### src/rtl/hdmi_tmds_decode_pkg.sv
// Shared HDMI definitions: TMDS control tokens, decoder FSM states and the
// per-channel decode result.
package hdmi_tmds_decode_pkg;

  // Control-period tokens; the encoder emits the same four symbols for {vsync,hsync}.
  localparam logic [9:0] CTRL_TOKEN_00 = 10'b1101010100;
  localparam logic [9:0] CTRL_TOKEN_01 = 10'b0010101011;
  localparam logic [9:0] CTRL_TOKEN_10 = 10'b0101010100;
  localparam logic [9:0] CTRL_TOKEN_11 = 10'b1010101011;

  typedef enum logic {
    ST_UNLOCKED = 1'b0,
    ST_LOCKED   = 1'b1
  } state_e;

  typedef struct packed {
    logic [7:0] data;
    logic       is_ctrl;
    logic [1:0] ctrl;
  } chan_dec_t;

endpackage

### src/rtl/hdmi_tmds_decode_channel.sv
// Combinational decode of one 10-bit TMDS symbol into pixel data and a
// control-token classification.
module tmds_channel_decode
  import hdmi_tmds_decode_pkg::*;
(
  input  logic [9:0] sym,
  output chan_dec_t  dec
);

  logic [7:0] d;
  logic [7:0] q;

  always_comb begin
    d    = sym[9] ? ~sym[7:0] : sym[7:0];
    q    = '0;
    q[0] = d[0];
    for (int i = 1; i < 8; i++) begin
      q[i] = sym[8] ? (d[i] ^ d[i-1]) : ~(d[i] ^ d[i-1]);
    end
  end

  always_comb begin
    dec.data    = q;
    dec.is_ctrl = 1'b1;
    dec.ctrl    = 2'b00;
    case (sym)
      CTRL_TOKEN_00: dec.ctrl = 2'b00;
      CTRL_TOKEN_01: dec.ctrl = 2'b01;
      CTRL_TOKEN_10: dec.ctrl = 2'b10;
      CTRL_TOKEN_11: dec.ctrl = 2'b11;
      default:       dec.is_ctrl = 1'b0;
    endcase
  end

endmodule

### src/rtl/hdmi_tmds_decode.sv
// Three-channel TMDS decoder: symbol register, per-channel decode, lock FSM
// and registered pixel/sync outputs (two-cycle latency).
module hdmi_tmds_decode
  import hdmi_tmds_decode_pkg::*;
#(
  parameter int LOCK_CNT   = 8,
  parameter int UNLOCK_CNT = 4
) (
  input  logic       PClk,
  input  logic       Reset,
  input  logic [9:0] TMDS_Red,
  input  logic [9:0] TMDS_Green,
  input  logic [9:0] TMDS_Blue,
  output logic [7:0] Red,
  output logic [7:0] Green,
  output logic [7:0] Blue,
  output logic       vsync,
  output logic       hsync,
  output logic       activeArea,
  output logic       locked,
  output logic       ctrl_err,
  output state_e     state
);

  localparam int LW = $clog2(LOCK_CNT + 1);
  localparam int UW = $clog2(UNLOCK_CNT + 1);

  logic [9:0]    sym_r, sym_g, sym_b;
  chan_dec_t     dec_r, dec_g, dec_b;
  logic [LW-1:0] lock_cnt, lock_nxt;
  logic [UW-1:0] unlock_cnt, unlock_nxt;
  logic          all_ctrl, all_data, mismatch;

  tmds_channel_decode u_dec_r (.sym(sym_r), .dec(dec_r));
  tmds_channel_decode u_dec_g (.sym(sym_g), .dec(dec_g));
  tmds_channel_decode u_dec_b (.sym(sym_b), .dec(dec_b));

  // Channels 1 and 2 only ever legally carry the ctrl-00 token.
  always_comb begin
    all_ctrl   = dec_r.is_ctrl & dec_g.is_ctrl & dec_b.is_ctrl;
    all_data   = ~(dec_r.is_ctrl | dec_g.is_ctrl | dec_b.is_ctrl);
    mismatch   = ~(all_ctrl | all_data)
               | (dec_g.is_ctrl & (dec_g.ctrl != 2'b00))
               | (dec_b.is_ctrl & (dec_b.ctrl != 2'b00));
    lock_nxt   = (lock_cnt == LW'(LOCK_CNT)) ? lock_cnt : lock_cnt + 1'b1;
    unlock_nxt = (unlock_cnt == UW'(UNLOCK_CNT)) ? unlock_cnt : unlock_cnt + 1'b1;
  end

  assign locked = (state == ST_LOCKED);

  always_ff @(posedge PClk) begin
    if (Reset) begin
      sym_r      <= '0;
      sym_g      <= '0;
      sym_b      <= '0;
      state      <= ST_UNLOCKED;
      lock_cnt   <= '0;
      unlock_cnt <= '0;
      Red        <= '0;
      Green      <= '0;
      Blue       <= '0;
      vsync      <= 1'b0;
      hsync      <= 1'b0;
      activeArea <= 1'b0;
      ctrl_err   <= 1'b0;
    end else begin
      sym_r    <= TMDS_Red;
      sym_g    <= TMDS_Green;
      sym_b    <= TMDS_Blue;
      ctrl_err <= mismatch;
      case (state)
        ST_UNLOCKED: begin
          unlock_cnt <= '0;
          activeArea <= 1'b0;
          Red        <= '0;
          Green      <= '0;
          Blue       <= '0;
          if (dec_r.is_ctrl) {vsync, hsync} <= dec_r.ctrl;
          if (!all_ctrl) begin
            lock_cnt <= '0;
          end else if (lock_nxt == LW'(LOCK_CNT)) begin
            state    <= ST_LOCKED;
            lock_cnt <= '0;
          end else begin
            lock_cnt <= lock_nxt;
          end
        end
        ST_LOCKED: begin
          lock_cnt <= '0;
          // A mismatch freezes the picture; only ctrl_err reacts.
          if (mismatch) begin
            if (unlock_nxt == UW'(UNLOCK_CNT)) begin
              state      <= ST_UNLOCKED;
              unlock_cnt <= '0;
            end else begin
              unlock_cnt <= unlock_nxt;
            end
          end else begin
            unlock_cnt <= '0;
            if (all_ctrl) begin
              activeArea     <= 1'b0;
              Red            <= '0;
              Green          <= '0;
              Blue           <= '0;
              {vsync, hsync} <= dec_r.ctrl;
            end else begin
              activeArea <= 1'b1;
              Red        <= dec_r.data;
              Green      <= dec_g.data;
              Blue       <= dec_b.data;
            end
          end
        end
        default: state <= ST_UNLOCKED;
      endcase
    end
  end

endmodule
### config.mk
export PLATFORM = sky130hd
export DESIGN_NAME = hdmi_tmds_decode
export DESIGN_NICKNAME = d
export VERILOG_FILES = /design/src/rtl/hdmi_tmds_decode_pkg.sv /design/src/rtl/hdmi_tmds_decode_channel.sv /design/src/rtl/hdmi_tmds_decode.sv
export SDC_FILE = /design/constraint.sdc
export NUM_CORES = 1
export LEC_CHECK = 0
export CORE_UTILIZATION = 54
export DETAILED_ROUTE_END_ITERATION = 6
export HOLD_SLACK_MARGIN = 0.03
export PLACE_DENSITY = 0.92
export SLEW_MARGIN = 40
export SYNTH_ARGS = -nofsm -noshare
export SYNTH_HDL_FRONTEND = slang
export SYNTH_SLANG_ARGS = --single-unit
### constraint.sdc
create_clock -name PClk -period 4.2 [get_ports PClk]
set_input_delay 0.63 -clock PClk [delete_from_list [all_inputs] [get_ports PClk]]
set_output_delay 0.63 -clock PClk [all_outputs]
set_load 0.05 [all_outputs]
==> out/qor.txt <==
status = completed
CTS Sinks = 66
CP Max Fanout = 27
Root Buffer Master = clkbuf_8
Post-Route WL = 5.425 mm
# nets final = 379
Layout area overhead = 28.50%
Cell Pwr Density = 340.4 nW/um^2
die area = 5597 um^2
Final Hold Fails = 0
drt wl/cell = 13.33 um
clk_skew = 0.008710 ns
number of synthesized flops with an enable pin = 0
Synthesized Nets = 317
Vias/cell = 5.101
LEAKAGE = 1.452 nW
Adder-Cell Fraction of Synth Area = 6.119%
DP Worst Slack = 1.529 ns
share of power burned in registers = 52.7%
switching pwr = 0.0002739 W
fraction of registers with async set or reset after synthesis = 0%
drt initial violations = 58
ANT nets after route = 0
vias in the first global route = 2006
CP Buf/Inv Count = 0
pin count of the biggest net entering global routing = 38
Layout fillers = 398
Synth Flop Type = dfxtp_1
Pins Over Slew Limit = 0
IO Count = 62
# DRC = 0
grt total ovfl = 0
worst setup margin = 1.526 ns
area leader, netlist = dfxtp_1
period utilization = 63.68%
Post-Synth XOR/XNOR Area = 11.63%
Critical Path RT = 4.44 ns
GR Util All Layers = 21.70%
post-synthesis mux area share = 1.442%
critical path's largest stage delay = 0.55 ns
Reg clk slew, reported paths = 0.07 ns
Crit Path Class = reg2reg
CTS Buf Count = 9
CTS HTree Levels = 3
Simple-Gate Fraction of Synth Area = 17.88%
clock tree buffer depth = 2
first-pass GRT wire length = 8.894 mm
Final setup viols = 0
Crit. End Element = register
startpoint types = register
largest family of logic cells by synthesized area = simple AND/OR/NAND/NOR gates
VDD IR max = 0.2384 mV
worst skew pair latency = 0.34 ns
top post-synthesis cells by area = dfxtp_1, nor2b_1, xnor2_1
Power Internal = 0.0009783 W
Initial Utilization = 56.05%
DR pass1 iterations = 4
DP HPWL = 4.091 mm
unrepaired setup endpoints after global routing = no
slew at the pin with the worst max-slew slack = 0.6600 ns
CTS Hold Bufs = 0
Avg Cell Area, Syn = 10.56 um^2
Clock power frac = 39.4%
compound-cell area share of the yosys netlist = 11.80%
Sw Share = 21.87%
Comb pwr share = 7.8%
Netlist cell types = 46
Max Freq = 0.3739 GHz
Vias = 2076
commonest non-fill, non-tap cell in the layout = dfxtp_1
CTS tree = done
Fin Setup TNS = 0 ns
post-CTS sizing = 0
share of cells above drive strength 1 = 9.792%
Critical-path top delay cell = a21oi_4
slew margin rel. = 55.90%
post-synthesis register bit count = 66
CP top delay family = simple AND/OR/NAND/NOR gates
Core Rows = 26
post-CTS repair timing setup buffer count = 0
Seq/Total Area, Yosys = 46.15%
port bufs = 61
most frequent cells in the layout = dfxtp_1, clkdlybuf4s50_1, nor2b_1, xnor2_1, xor2_1
antenna cells = 0
Die Wd = 74.81 um
Die Y-Extent = 74.81 um
type of the worst min-delay path = reg2reg
Post-Synthesis Cell Area = 2863 um^2
initial antenna violation count = 0
max-cap violations = 0
crit path DAT = 2.91 ns
GP Congestion = 0.7694
Mapped Cells = 271
minimum clock period = 2.674 ns
Synth Warn # = 0
area of the core = 5107 um^2
worst-path cell chain = ha_1 > nor4bb_1 > nand3_1 > and4_2 > a21o_2 > a21oi_4 > nor4b_1
share of Yosys cell area claimed by the top area cell type = 46.15%
==> worst paths after layout <==
check,startpoint,cells past startpoint,slack (ns),to
hold reg to reg,Green[7],1,0.47,Green[7]
setup / recovery,sym_r[0],7,1.53,unlock_cnt[2]
hold / removal,Green[7],1,0.47,Green[7]
setup reg to reg,sym_r[0],7,1.53,unlock_cnt[2]
==> cells in the mapped netlist (all sizes together), types with 2 or more instances <==
cell,number
inv,15
nand3,5
buf,6
dfxtp,66
a21oi,6
and3,2
nand4b,3
xnor2,21
o21ai,3
or3,3
o2bb2ai,2
nor2,11
xor2,17
mux2i,3
clkbuf,6
nand2,8
and2,4
a22o,22
nor2b,31
nor4bb,3
ha,14
==> routing by layer <==
| layer | GRT usage [%] | vias to the layer above | share of wire, % |
|---|---|---|---|
| met5 | 0 | - | 0 |
| met4 | 9.434 | 0 | 1.3 |
| met3 | 6.024 | 7 | 3.8 |
| met1 | 23.80 | 973 | 40 |
| met2 | 39.14 | 51 | 55 |
| li1 | - | 1045 | - |
==> power groups by stage <==
stage	clock network, W	logic (W)	registers [W]
6_report	0.000494	0.0000982	0.000660
5_1_grt	0.000535	0.000107	0.000662
4_1_cts	0.000501	0.0000995	0.000660
3_5_place_dp	0	0.0000981	0.000674
3_3_place_gp	0	0.0000942	0.000673
2_1_floorplan	0	0.0000675	0.000667
==> stage by stage <==
step	instance area, um^2	instances	total power [W]	hold WS, ns	utilization [%]
2_1_floorplan	2863	271	0.0007342	0.5135	-
3_3_place_gp	3490	392	0.0007669	0.4535	68.32
3_5_place_dp	3490	392	0.0007722	0.4519	68.32
4_1_cts	3679	407	0.001261	0.4699	72.02
5_1_grt	3679	407	0.001304	0.4933	72.02
6_report	3679	407	0.001252	0.4683	72.02
==> layout make-up <==
class / instances / area, um^2 / share of cell area, %
multi-input cells: 178 / 1399 / 38.03
clock inverters: 2 / 10.01 / 0.2721
flip-flops and latches: 66 / 1321 / 35.92
repair buffers: 63 / 625.6 / 17.01
inverters: 15 / 56.30 / 1.531
clock buffers: 13 / 178.9 / 4.864
well taps: 70 / 87.58 / 2.381
==> logic make-up (layout without fill, tap and decap cells) <==
logic type | after synthesis | after routing
mux | 4 | 4
fa+ha+maj | 14 | 14
simple gates | 82 | 82
compound gates | 40 | 40
buf+inv | 27 | 93
xor+xnor | 38 | 38
flops | 66 | 66
==> registers in the layout, summed over array words and instances (netlist names) <==
register    count
Blue            8
Green           8
Red             8
activeArea      1
ctrl_err        1
hsync           1
lock_cnt        4
locked          1
sym_b          10
sym_g          10
sym_r          10
unlock_cnt      3
vsync           1
Power figures use the tool's default switching activity.
